`src/rtl/fwd_hazard_unit_pkg.sv`:
```
// Shared constants and helpers for the forwarding / load-use hazard unit.
// The select encoding reserves 0 for the register file; k selects the stage-k result.
package fwd_hazard_unit_pkg;

   localparam int REG_AW_DEF = 5;
   localparam int FWD_RF     = 0;

   // A ready stage of 0 means "ALU-like"; anything past the tracked depth is forwardable last.
   function automatic int clamp_ready(input int ready_stage, input int depth);
      if (ready_stage < 1)
         return 1;
      if (ready_stage > depth)
         return depth;
      return ready_stage;
   endfunction

endpackage

```
`src/rtl/fwd_hazard_unit_if.sv`:
```
// ID-stage request / EX-stage forward-select bundle of the hazard unit.
interface fwd_hazard_unit_if #(
   parameter int REG_AW  = 5,
   parameter int NUM_SRC = 2,
   parameter int LAT_W   = 2,
   parameter int SEL_W   = 2,
   parameter int CNT_W   = 16
);
   logic                      hold;
   logic                      flush;
   logic                      id_valid;
   logic [NUM_SRC*REG_AW-1:0] id_rs;
   logic [NUM_SRC-1:0]        id_rs_used;
   logic [REG_AW-1:0]         id_rd;
   logic                      id_reg_write;
   logic [LAT_W-1:0]          id_ready_stage;
   logic [NUM_SRC*SEL_W-1:0]  forward_sel;
   logic                      stall_id;
   logic [CNT_W-1:0]          stall_count;

   modport master (
      output hold, flush, id_valid, id_rs, id_rs_used, id_rd, id_reg_write, id_ready_stage,
      input  forward_sel, stall_id, stall_count
   );

   modport slave (
      input  hold, flush, id_valid, id_rs, id_rs_used, id_rd, id_reg_write, id_ready_stage,
      output forward_sel, stall_id, stall_count
   );
endinterface

```
`src/rtl/fwd_hazard_unit_src_match.sv`:
```
// Priority matcher for one source operand against the in-flight scoreboard.
// Youngest producer wins; reports a stall when that producer's result is not yet forwardable.
module fwd_src_match
   import fwd_hazard_unit_pkg::*;
#(
   parameter int REG_AW = 5,
   parameter int DEPTH  = 2,
   parameter int LAT_W  = 2,
   parameter int SEL_W  = 2
) (
   input  logic                    id_valid,
   input  logic                    rs_used,
   input  logic [REG_AW-1:0]       rs,
   input  logic [DEPTH-1:0]        sb_valid,
   input  logic [DEPTH*REG_AW-1:0] sb_rd,
   input  logic [DEPTH*LAT_W-1:0]  sb_ready,
   output logic [SEL_W-1:0]        sel,
   output logic                    not_ready
);

   always_comb begin
      sel       = SEL_W'(FWD_RF);
      not_ready = 1'b0;
      // Walk oldest to youngest so the youngest match overrides.
      for (int j = DEPTH - 1; j >= 0; j--) begin
         if (id_valid && rs_used && sb_valid[j] && (sb_rd[j*REG_AW +: REG_AW] == rs)) begin
            if ((j + 1) < int'(sb_ready[j*LAT_W +: LAT_W])) begin
               not_ready = 1'b1;
               sel       = SEL_W'(FWD_RF);
            end else begin
               not_ready = 1'b0;
               sel       = SEL_W'(j + 1);
            end
         end
      end
   end

endmodule

```
`src/rtl/fwd_hazard_unit.sv`:
```
// Forwarding + load-use hazard unit: in-flight destination scoreboard, registered
// per-source forward selects aligned to EX, ID stall generation and a saturating stall counter.
module fwd_hazard_unit
   import fwd_hazard_unit_pkg::*;
#(
   parameter int REG_AW  = REG_AW_DEF,
   parameter int NUM_SRC = 2,
   parameter int DEPTH   = 2,
   parameter int LAT_W   = 2,
   parameter int SEL_W   = $clog2(DEPTH + 1),
   parameter int CNT_W   = 16
) (
   input logic               clk,
   input logic               rst,
   fwd_hazard_unit_if.slave  bus
);

   typedef struct packed {
      logic              valid;
      logic [REG_AW-1:0] rd;
      logic [LAT_W-1:0]  ready_stage;
   } sb_entry_t;

   // Entry k holds the producer currently in EX (k=0) or stage k. The entry that would sit
   // in the last stage is never matched, so it is not stored.
   sb_entry_t                 sb_reg [DEPTH];
   sb_entry_t                 id_entry;
   logic [NUM_SRC*SEL_W-1:0]  forward_sel_reg;
   logic [NUM_SRC*SEL_W-1:0]  forward_sel_next;
   logic [CNT_W-1:0]          stall_count_reg;
   logic [NUM_SRC-1:0]        not_ready;
   logic [DEPTH-1:0]          sb_valid;
   logic [DEPTH*REG_AW-1:0]   sb_rd;
   logic [DEPTH*LAT_W-1:0]    sb_ready;
   logic                      stall;

   genvar gi;
   generate
      for (gi = 0; gi < DEPTH; gi++) begin : g_flat
         assign sb_valid[gi]                   = sb_reg[gi].valid;
         assign sb_rd[gi*REG_AW +: REG_AW]     = sb_reg[gi].rd;
         assign sb_ready[gi*LAT_W +: LAT_W]    = sb_reg[gi].ready_stage;
      end

      for (gi = 0; gi < NUM_SRC; gi++) begin : g_src
         fwd_src_match #(
            .REG_AW (REG_AW),
            .DEPTH  (DEPTH),
            .LAT_W  (LAT_W),
            .SEL_W  (SEL_W)
         ) u_match (
            .id_valid  (bus.id_valid),
            .rs_used   (bus.id_rs_used[gi]),
            .rs        (bus.id_rs[gi*REG_AW +: REG_AW]),
            .sb_valid  (sb_valid),
            .sb_rd     (sb_rd),
            .sb_ready  (sb_ready),
            .sel       (forward_sel_next[gi*SEL_W +: SEL_W]),
            .not_ready (not_ready[gi])
         );
      end
   endgenerate

   always_comb begin
      id_entry             = '0;
      id_entry.valid       = bus.id_valid & bus.id_reg_write & (bus.id_rd != '0);
      id_entry.rd          = bus.id_rd;
      id_entry.ready_stage = LAT_W'(clamp_ready(int'(bus.id_ready_stage), DEPTH));
   end

   assign stall = (|not_ready) & ~bus.flush & ~bus.hold;

   always_ff @(posedge clk or posedge rst) begin
      if (rst) begin
         for (int k = 0; k < DEPTH; k++)
            sb_reg[k] <= '0;
         forward_sel_reg <= '0;
         stall_count_reg <= '0;
      end else if (!bus.hold) begin
         // A flush kills the instruction leaving EX, so it never reaches stage 1.
         for (int k = 1; k < DEPTH; k++)
            sb_reg[k] <= (k == 1 && bus.flush) ? '0 : sb_reg[k-1];
         if (bus.flush) begin
            sb_reg[0]       <= '0;
            forward_sel_reg <= '0;
         end else if (stall) begin
            sb_reg[0]       <= '0;
            forward_sel_reg <= '0;
            if (stall_count_reg != '1)
               stall_count_reg <= stall_count_reg + CNT_W'(1);
         end else begin
            sb_reg[0]       <= id_entry;
            forward_sel_reg <= forward_sel_next;
         end
      end
   end

   assign bus.forward_sel = forward_sel_reg;
   assign bus.stall_id    = stall;
   assign bus.stall_count = stall_count_reg;

endmodule

```
`src/flat_wrapper.sv`:
```
// flat-port wrapper written by rule: the top's interface ports become plain ports
module fwd_hazard_unit_flat import fwd_hazard_unit_pkg::*;
#(
   parameter int REG_AW  = REG_AW_DEF,
   parameter int NUM_SRC = 2,
   parameter int DEPTH   = 2,
   parameter int LAT_W   = 2,
   parameter int SEL_W   = $clog2(DEPTH + 1),
   parameter int CNT_W   = 16
)
  (clk, rst, bus_hold, bus_flush, bus_id_valid, bus_id_rs, bus_id_rs_used, bus_id_rd, bus_id_reg_write, bus_id_ready_stage, bus_forward_sel, bus_stall_id, bus_stall_count);
  fwd_hazard_unit_if #(.REG_AW(REG_AW), .NUM_SRC(NUM_SRC), .LAT_W(LAT_W), .SEL_W(SEL_W), .CNT_W(CNT_W)) bus_i ();
  input logic clk;
  input logic rst;
  input wire logic [$bits(bus_i.hold)-1:0] bus_hold;
  input wire logic [$bits(bus_i.flush)-1:0] bus_flush;
  input wire logic [$bits(bus_i.id_valid)-1:0] bus_id_valid;
  input wire logic [$bits(bus_i.id_rs)-1:0] bus_id_rs;
  input wire logic [$bits(bus_i.id_rs_used)-1:0] bus_id_rs_used;
  input wire logic [$bits(bus_i.id_rd)-1:0] bus_id_rd;
  input wire logic [$bits(bus_i.id_reg_write)-1:0] bus_id_reg_write;
  input wire logic [$bits(bus_i.id_ready_stage)-1:0] bus_id_ready_stage;
  output wire logic [$bits(bus_i.forward_sel)-1:0] bus_forward_sel;
  output wire logic [$bits(bus_i.stall_id)-1:0] bus_stall_id;
  output wire logic [$bits(bus_i.stall_count)-1:0] bus_stall_count;
  assign bus_i.hold = bus_hold;
  assign bus_i.flush = bus_flush;
  assign bus_i.id_valid = bus_id_valid;
  assign bus_i.id_rs = bus_id_rs;
  assign bus_i.id_rs_used = bus_id_rs_used;
  assign bus_i.id_rd = bus_id_rd;
  assign bus_i.id_reg_write = bus_id_reg_write;
  assign bus_i.id_ready_stage = bus_id_ready_stage;
  assign bus_forward_sel = bus_i.forward_sel;
  assign bus_stall_id = bus_i.stall_id;
  assign bus_stall_count = bus_i.stall_count;
  fwd_hazard_unit #(.REG_AW(REG_AW), .NUM_SRC(NUM_SRC), .DEPTH(DEPTH), .LAT_W(LAT_W), .SEL_W(SEL_W), .CNT_W(CNT_W)) u_core (.clk(clk), .rst(rst), .bus(bus_i));
endmodule
```
`config.mk`:
```
export PLATFORM = sky130hd
export DESIGN_NAME = fwd_hazard_unit_flat
export DESIGN_NICKNAME = d
export VERILOG_FILES = /design/src/rtl/fwd_hazard_unit_pkg.sv /design/src/rtl/fwd_hazard_unit_if.sv /design/src/rtl/fwd_hazard_unit_src_match.sv /design/src/rtl/fwd_hazard_unit.sv /design/src/flat_wrapper.sv
export SDC_FILE = /design/constraint.sdc
export NUM_CORES = 1
export LEC_CHECK = 0
export BUFFER_PORTS_ARGS = -buffer_cell sky130_fd_sc_hd__buf_4
export CORE_ASPECT_RATIO = 1.4
export CORE_MARGIN = 5
export CORE_UTILIZATION = 45
export DETAILED_ROUTE_END_ITERATION = 16
export PLACE_DENSITY_LB_ADDON = 0.08
export SYNTH_ARGS = -nofsm -noshare
export SYNTH_HDL_FRONTEND = slang
export SYNTH_SLANG_ARGS = --single-unit
export TNS_END_PERCENT = 1
```
`constraint.sdc`:
```
create_clock -name clk -period 5.5 [get_ports clk]
set_clock_uncertainty 0.2 [all_clocks]
set_input_delay 0 -clock clk [delete_from_list [all_inputs] [get_ports clk]]
set_output_delay 0 -clock clk [all_outputs]
set_load 0.01 [all_outputs]
```
Yosys cells after proc, flatten, opt, wreduce, memory -nomap -nowiden --
Index checks and enable logic that the tools add are counted.
Word-level totals: bits of input ports 25, bits in registers 36, output and inout port bits 21
Operators by class: multiplexer cells 24, bitwise gates (word level) 6, magnitude comparators 4, add/subtract/negate cells 1, equal/unequal tests 5, reduce and logical (&&, ||, !) cells 13
Operator list (count):
- 2-to-1 mux 8 bit | 3
- equality test 5 bit | 4
- adder 16 x 1 -> 16 bit, second input constant | 1
- 2-to-1 mux 2 bit | 8
- != test 16 bit, second input constant | 1
- 2-to-1 mux 1 bit | 11
- logical AND 1 bit | 10
- 2-to-1 mux 4 bit | 2
- nonzero test 5 bit | 1
- bitwise AND 1 bit | 4
- AND reduction 4 bit | 1
- > comparator 2 bit, second input constant | 1
- less-than comparator 1 x 2 -> 1 bit, first input constant | 1
- less-than comparator 2 x 1 -> 1 bit, second input constant | 1
- less-than comparator 2 bit, first input constant | 1
- inverter 1 bit | 2
- OR reduction 2 bit | 1

Logic depth before layout (Yosys ltp) --
Gate-level depths: netlist (run 1).
word-level depth 10, mapped depth 8

Cells and area by module --
From an unflattened synthesis (run 1), not the netlist that was laid out.
Unflattened totals: cells, all modules 187, area total of the unflattened synthesis 1945.6 um^2
By module, submodules not included:
- fwd_hazard_unit | cells an instance 143, area an instance 1622.8 um^2, times used 1, seq. area each 900.9 um^2
- fwd_src_match | cells an instance 22, area an instance 161.4 um^2, times used 2, seq. area each 0.0 um^2

Least setup slack after synthesis (run 1) --
OpenSTA, ideal clock, no wires.
path kind reg2reg, from register u_core.sb_reg[15] in the netlist's numbering, to register u_core.stall_count_reg[14] (netlist: u_core.bus.stall_count[14]), slack 3.180 ns, period minus slack after synthesis 2.320 ns, data arrival time 1.993 ns, cell stages (with the launch flop) 7, library setup time 0.128 ns, path buffers 0, data required time 5.172 ns, path through dfrtp_1 > and3_1 > and2_1 > a2111oi_1 > nor3_2 > nor4_1 > mux2_1
On the way: word-level cells in the longest chain between the ends 7, elaborated cells between the ends (all ways) 10, classes of those cells 2 x mux; 2 x bitwise; 6 x reduce/logical
Ends and longest elaborated chain:
- start, declared | RTL line fwd_hazard_unit.sv:26 | sb_entry_t sb_reg [DEPTH];
- start signal, assigned by index | RTL line fwd_hazard_unit.sv:82 | sb_reg[k] <= (k == 1 && bus.flush) ? '0 : sb_reg[k-1];
- logical AND 1 bit (2 in a row) | RTL line fwd_hazard_unit_src_match.sv:26 | if (id_valid && rs_used && sb_valid[j] && (sb_rd[j*REG_AW +: REG_AW] == rs)) begin
- 2-to-1 mux 1 bit | RTL line fwd_hazard_unit_src_match.sv:26
- OR reduction 2 bit (*) | RTL line fwd_hazard_unit.sv:71 | assign stall = (|not_ready) & ~bus.flush & ~bus.hold;
- bitwise AND 1 bit (*) (2 in a row) | RTL line fwd_hazard_unit.sv:71
- AND reduction 4 bit (no line) (*)
- end signal, assigned | RTL line fwd_hazard_unit.sv:90 | stall_count_reg <= stall_count_reg + CNT_W'(1);
- end, declared | RTL line fwd_hazard_unit.sv:30 | logic [CNT_W-1:0] stall_count_reg;
Mark *: on every way between the ends. The rest lies on a longest branch, timed or not. A chain may end at the register's enable or synchronous reset.

Worst setup path after layout (run 1) --
from register u_core.sb_reg, in the netlist u_core.sb_rd[6], to register u_core.sb_reg, in the netlist u_core.sb_rd[2]
On the way: word-level cells in the longest chain between the ends 9, elaborated cells between the ends (all ways) 13, classes of those cells 2 x eq/ne; 6 x mux; 2 x bitwise; 3 x reduce/logical
Ends and longest elaborated chain:
- equality test 5 bit | RTL line fwd_hazard_unit_src_match.sv:26
- logical AND 1 bit | RTL line fwd_hazard_unit_src_match.sv:26
- 2-to-1 mux 1 bit (2 in a row) | RTL line fwd_hazard_unit_src_match.sv:26
- OR reduction 2 bit (*) | RTL line fwd_hazard_unit.sv:71
- bitwise AND 1 bit (*) (2 in a row) | RTL line fwd_hazard_unit.sv:71
- 2-to-1 mux 8 bit (*) | RTL line fwd_hazard_unit.sv:86 | end else if (stall) begin
- 2-to-1 mux 8 bit (*) | RTL line fwd_hazard_unit.sv:83 | if (bus.flush) begin
Marked as above.

==> results of run 1 <==
power by group through the flow:
stage,sequential (mW),combinational (mW),clock (mW)
2_1_floorplan,0.285,0.0357,0
3_3_place_gp,0.288,0.0575,0
3_5_place_dp,0.288,0.0590,0
4_1_cts,0.283,0.0719,0.201
5_1_grt,0.284,0.0790,0.213
6_report,0.283,0.0713,0.196
layout make-up:
type,instances,area (um2)
Timing Repair Buffer,66,546
Fill cell,365,1610
Multi-Input combinational cell,141,993
Tap cell,45,56.3
Clock buffer,6,82.6
Clock inverter,2,10.0
Sequential cell,36,901
Inverter,2,7.51
critical path, stage by stage, from the launching register on:
cell	delay, ns
dfrtp_1	0.42
xnor2_1	0.18
nand4_1	0.16
a2111oi_1	0.67
nor3_2	0.08
buf_4	0.23
and2_1	0.27
a22o_2	0.25
dlygate4sd3_1	0.55
layer usage:
metal	vias to the layer above	GRT usage [%]	wire length [um]
met5	-	0	0
li1	798	-	-
met2	34	35.1	2650
met1	799	21.3	1940
met3	6	4.62	202
met4	0	6.23	73
cells in the mapped netlist (3+ instances only):
library cell / n
xor2_1: 23
nor3_2: 10
and3_1: 6
nand2b_1: 3
nand2_1: 22
or2b_1: 4
nor2_1: 6
o21ai_0: 9
nand4_1: 9
nand3_1: 7
dfrtp_1: 36
xnor2_1: 11
a22o_1: 7
nor4_1: 6
clkbuf_1: 4
repair_timing:
action,4_1_cts,5_1_grt
hold buffers,20,0
gates resized for setup,0,0
endpoints found under the hold margin,56,0
cells by family after synthesis:
logic type,after synthesis,synth area share [%]
AND/OR/NAND/NOR,79,24.2
flip-flops,36,46.2
XOR/XNOR,34,15.3
AO/OA/AOI/OAI,25,9.70
buffers and inverters,10,2.76
multiplexers,2,1.16
adder cells (fa/ha/maj),1,0.642
stage by stage:
stage                     util (%)  cell area, um2
after floorplan                  -            1950
after global placement        54.8            2300
after detailed placement      54.8            2300
after CTS                     61.8            2600
after global routing          61.8            2600
final                         61.8            2600
worst max-delay path by stage:
stage | start | to
2_1_floorplan | u_core.sb_reg[15] | u_core.bus.stall_count[14]
3_3_place_gp | u_core.sb_rd[4] | u_core.bus.stall_count[14]
3_5_place_dp | u_core.sb_rd[3] | u_core.bus.stall_count[14]
4_1_cts | u_core.sb_rd[6] | u_core.sb_rd[2]
5_1_grt | u_core.sb_rd[6] | u_core.sb_rd[2]
6_report | u_core.sb_rd[6] | u_core.sb_rd[2]
==> flow_summary.yaml, run 1 <==
run_status:
  outcome: "complete, no violations"
cts:
  cts_tree: "yes"
  clock_sinks: 36
  cts_setup_buffers: 0
  h-tree-depth: 2
  cts_root_buf: "clkbuf_8"
  clock_path_buffers: 2
  numCtsBuffers: 5
  clkLatencyLatePin_ns: 0.30
  clk_pin_slew_worst_paths_ns: 0.08
pwr:
  p_total_mw: 0.551
  clkPwrFrac_pct: 35.6
  switching_power_mw: 0.139
  combPwrFrac_pct: 12.9
  switching_share_pct: 25.2
  power_frac_seq_pct: 51.4
  p_leak_nw: 1.24
  powerDensity_mw_per_mm2: 212
  p_int_mw: 0.412
  ir_drop_uv: 151
placed_design:
  hpwlAfterDp_mm: 3.50
  place_worst_setup_slack_ns: 2.78
  place_inst: 270
  gp_congestion: 0.846
  port-buffer-count: 44
route:
  drt_iter0_markers: 48
  ant_nets: 0
  viasPerCell: 5.49
  drt_pass1_iterations: 4
  vias: 1637
  wire_per_inst_um: 16.3
  drc: 0
  routed_wl_mm: 4.87
worst_setup_path:
  r2r_end: "u_core.sb_rd[2]"
  crit_path_start_kind: "flop"
  required_ns: 5.48
  cp_max_fo: 18
  crit_arrival_ns: 3.11
  worst-setup-path-type: "reg -> reg"
  cp-end-kind: "flop"
  reg2reg_depth: 8
  r2r_start: "u_core.sb_rd[6]"
  ff2ff_setup_slack_ns: 2.37
timing:
  setup_slack_ns: 2.37
  fmax_ghz: 0.319
  setup_viol: 0
  period_needed_ns: 3.13
  slew_viol_final: 0
  holdWs_ns: 0.0143
  rsz0062_at_grt: "false"
  worst_pin_slew_ns: 1.17
  slew-limit-headroom_pct: 21.8
  min_period_over_period_pct: 57.0
  finalHoldViolCount: 0
  tns_ns: 0
synth:
  ys_warn_count: 0
  synth.avg_cell_area_um2: 10.4
  synth_edf_count: 0
  yosysUniqueCellTypes: 32
  yosysTopAreaCell: "dfrtp_1"
  synthArstFlopShare_pct: 100
  synthCells: 187
  synthTopCellsByArea: "dfrtp_1 (46%), xor2_1 (10%), nor3_2 (5.1%)"
  synth_fp_nets: 213
  synth_top_area_share_pct: 46.2
  ys_seq_elements: 36
  synth-seq-area-share_pct: 46.2
  synth_area_mm2: 0.00195
  synth_top_flop_cell: "dfrtp_1"
global_routing:
  first_global_vias: 1781
  grt.total_usage_pct: 19.0
  grt_pass1_wl_mm: 8.34
  grt_antenna_before_repair: 0
  grt_max_degree: 37
  grt_overflow: 0
min_path:
  hold_end: "u_core.bus.forward_sel[1]"
  min_from: "bus_id_rs[4]"
  min_path_cells: 6
  hold_class: "in -> reg"
final_layout:
  largest_reg_flops: 16
  most-common-layout-cells: "buf_4 (46), dfrtp_1 (36), xor2_1 (23)"
  mostFrequentLayoutCell: "buf_4"
  nets: 278
  diodes: 0
  layout-drive-gt1-share_pct: 27.3
  final_cells: 298
  area_delta_synth_final_pct: 33.3
floorplan:
  ios: 46
  die_width_um: 65.6
  die_y_um: 87.9
  core_area_mm2: 0.00420
  start_util_pct: 46.3
  die-area_mm2: 0.00576
  rows: 28
job:
  cap_violations: 0
No activity file was read; power rests on OpenSTA's default activity.
==> inputs of run 2 (changes only) <==
==> constraint.sdc (replaced) <==
create_clock -name clk -period 3.2 [get_ports clk]
set_clock_uncertainty 0.2 [all_clocks]
set_input_delay 0 -clock clk [delete_from_list [all_inputs] [get_ports clk]]
set_output_delay 0 -clock clk [all_outputs]
set_load 0.01 [all_outputs]
==> flow_summary.yaml, run 2 (same netlist as run 1, synthesis figures left out) <==
cts:
  clkLatencyLatePin_ns: 0.28
  clk_pin_slew_worst_paths_ns: 0.07
  cts_repair_resize_count: 0
  cts_tree: "yes"
  clock_path_buffers: 2
  h-tree-depth: 2
  cts_root_buf: "clkbuf_8"
  numCtsBuffers: 5
  clock_sinks: 36
worst_setup_path:
  ff2ff_setup_slack_ns: 0.44
  r2r_end: "u_core.sb_ready[0]"
  crit_path_start_kind: "flop"
  crit_family: "simple AND/OR/NAND/NOR gates"
  crit_start: "u_core.sb_rd[3]"
  cp_max_fo: 4
  cp-end-kind: "flop"
  required_ns: 3.22
  crit_arrival_ns: 2.78
  endpoint: "u_core.sb_ready[0]"
  reg2reg_depth: 7
  r2r_start: "u_core.sb_rd[3]"
  crit_cells: 7
  crit_buf_inv: 1
  worst-setup-path-type: "reg -> reg"
  slowest_delay_ns: 0.56
  path_cells: "xor2_1 > nor4_2 > a2111oi_1 > nor3_2 > nand2_1 > o21ai_0 > dlygate4sd3_1"
  cp_slowest_cell: "dlygate4sd3_1"
floorplan:
  start_util_pct: 46.3
  ios: 46
  die_y_um: 87.9
  die-area_mm2: 0.00576
  die_width_um: 65.6
  core_area_mm2: 0.00420
  rows: 28
final_layout:
  most-common-layout-cells: "buf_4 (50), dfrtp_1 (36), xor2_1 (23)"
  utilization_pct: 61.1
  nets: 276
  mostFrequentLayoutCell: "buf_4"
  layout-drive-gt1-share_pct: 28.8
  diodes: 0
  largest_reg_flops: 16
  area_delta_synth_final_pct: 31.9
placed_design:
  hpwlAfterDp_mm: 3.57
  gp_congestion: 0.835
  port-buffer-count: 44
pwr:
  clkPwrFrac_pct: 36.4
  combPwrFrac_pct: 12.2
  switching_power_mw: 0.225
  powerDensity_mw_per_mm2: 368
  ir_drop_uv: 267
  switching_share_pct: 23.8
  p_int_mw: 0.722
  p_leak_nw: 1.23
  power_frac_seq_pct: 51.4
timing:
  tns_ns: 0
  min_period_over_period_pct: 86.2
  setup_viol: 0
  slew_viol_final: 0
  worst_pin_slew_ns: 0.843
  rsz0062_at_grt: "false"
  finalHoldViolCount: 0
  slew-limit-headroom_pct: 43.6
  fmax_ghz: 0.363
  period_needed_ns: 2.76
route:
  drt_iter0_markers: 38
  viasPerCell: 5.65
  drt_pass1_iterations: 4
  drc: 0
  ant_nets: 0
  vias: 1666
  routed_wl_mm: 4.86
  wire_per_inst_um: 16.5
global_routing:
  grt_antenna_before_repair: 0
  first_global_vias: 1803
  grt_pass1_wl_mm: 8.29
  grt.total_usage_pct: 18.6
  grt_max_degree: 37
  grt_overflow: 0
job:
  cap_violations: 0
min_path:
  hold_class: "in -> reg"
run_status:
  outcome: "complete, no violations"
[run 2: cell count changes in the layout (fill, tap and decap cells not counted), sizes merged]
cell / before / now
clkbuf: 6 / 7
clkinv: 2 / 0
dlygate4sd3: 20 / 14
buf: 46 / 50
[run 2: area by class of cell]
type	count	area (um2)
inverter	2	7.51
sequential	36	901
clock buffer	7	96.3
multi-input combinational	141	993
timing repair buffer	64	515
fill	377	1630
tap	45	56.3
[run 2: worst reg2reg max path: stages, from the launching register on]
cell and delay (ns):
dfrtp_1 0.45, xor2_1 0.20, nor4_2 0.42, a2111oi_1 0.19, nor3_2 0.30, nand2_1 0.17
o21ai_0 0.21, dlygate4sd3_1 0.56
[run 2: worst min-delay path by stage]
stage / start / endpoint / depth (start not counted)
after floorplan: bus_flush / u_core.sb_rd[6] / 1
after global placement: rst / u_core.sb_ready[0] / 3
after detailed placement: rst / u_core.bus.stall_count[3] / 3
after CTS: bus_id_rs[5] / u_core.bus.forward_sel[2] / 5
after global routing: bus_id_rs[2] / u_core.bus.forward_sel[1] / 6
final: bus_id_rs[5] / u_core.bus.forward_sel[2] / 5
[run 2: per-stage QoR]
step                      setup WS (ns)  power [mW]  area, um2  hold slack [ns]  instances
after floorplan                   0.880       0.551       1950          -0.0928        187
after global placement            0.577       0.593       2320          -0.0668        272
after detailed placement          0.518       0.597       2320          -0.0536        272
after CTS                         0.117       0.958       2550           0.0155        293
after global routing              0.170       0.997       2570           0.0449        295
final                             0.443       0.947       2570           0.0166        295
[run 2: per-layer routing]
| layer | vias up | wire length, um | GRT usage [%] |
|---|---|---|---|
| met4 | 0 | 125 | 6.98 |
| met3 | 13 | 273 | 4.49 |
| li1 | 792 | - | - |
| met1 | 804 | 1940 | 20.5 |
| met2 | 57 | 2520 | 34.2 |
| met5 | - | 0 | 0 |
[run 2: timing repair]
item,in CTS,in global routing
hold buffers,14,0
buffers inserted,0,2
endpoints found under the hold margin,56,0
setup endpoints to repair,0,1
[run 2: power groups by stage]
stage,Combinational (mW),Clock (mW),Sequential [mW]
2_1_floorplan,0.0613,0,0.489
5_1_grt,0.129,0.380,0.489
4_1_cts,0.116,0.355,0.487
3_3_place_gp,0.0986,0,0.495
6_report,0.116,0.345,0.487
3_5_place_dp,0.102,0,0.495
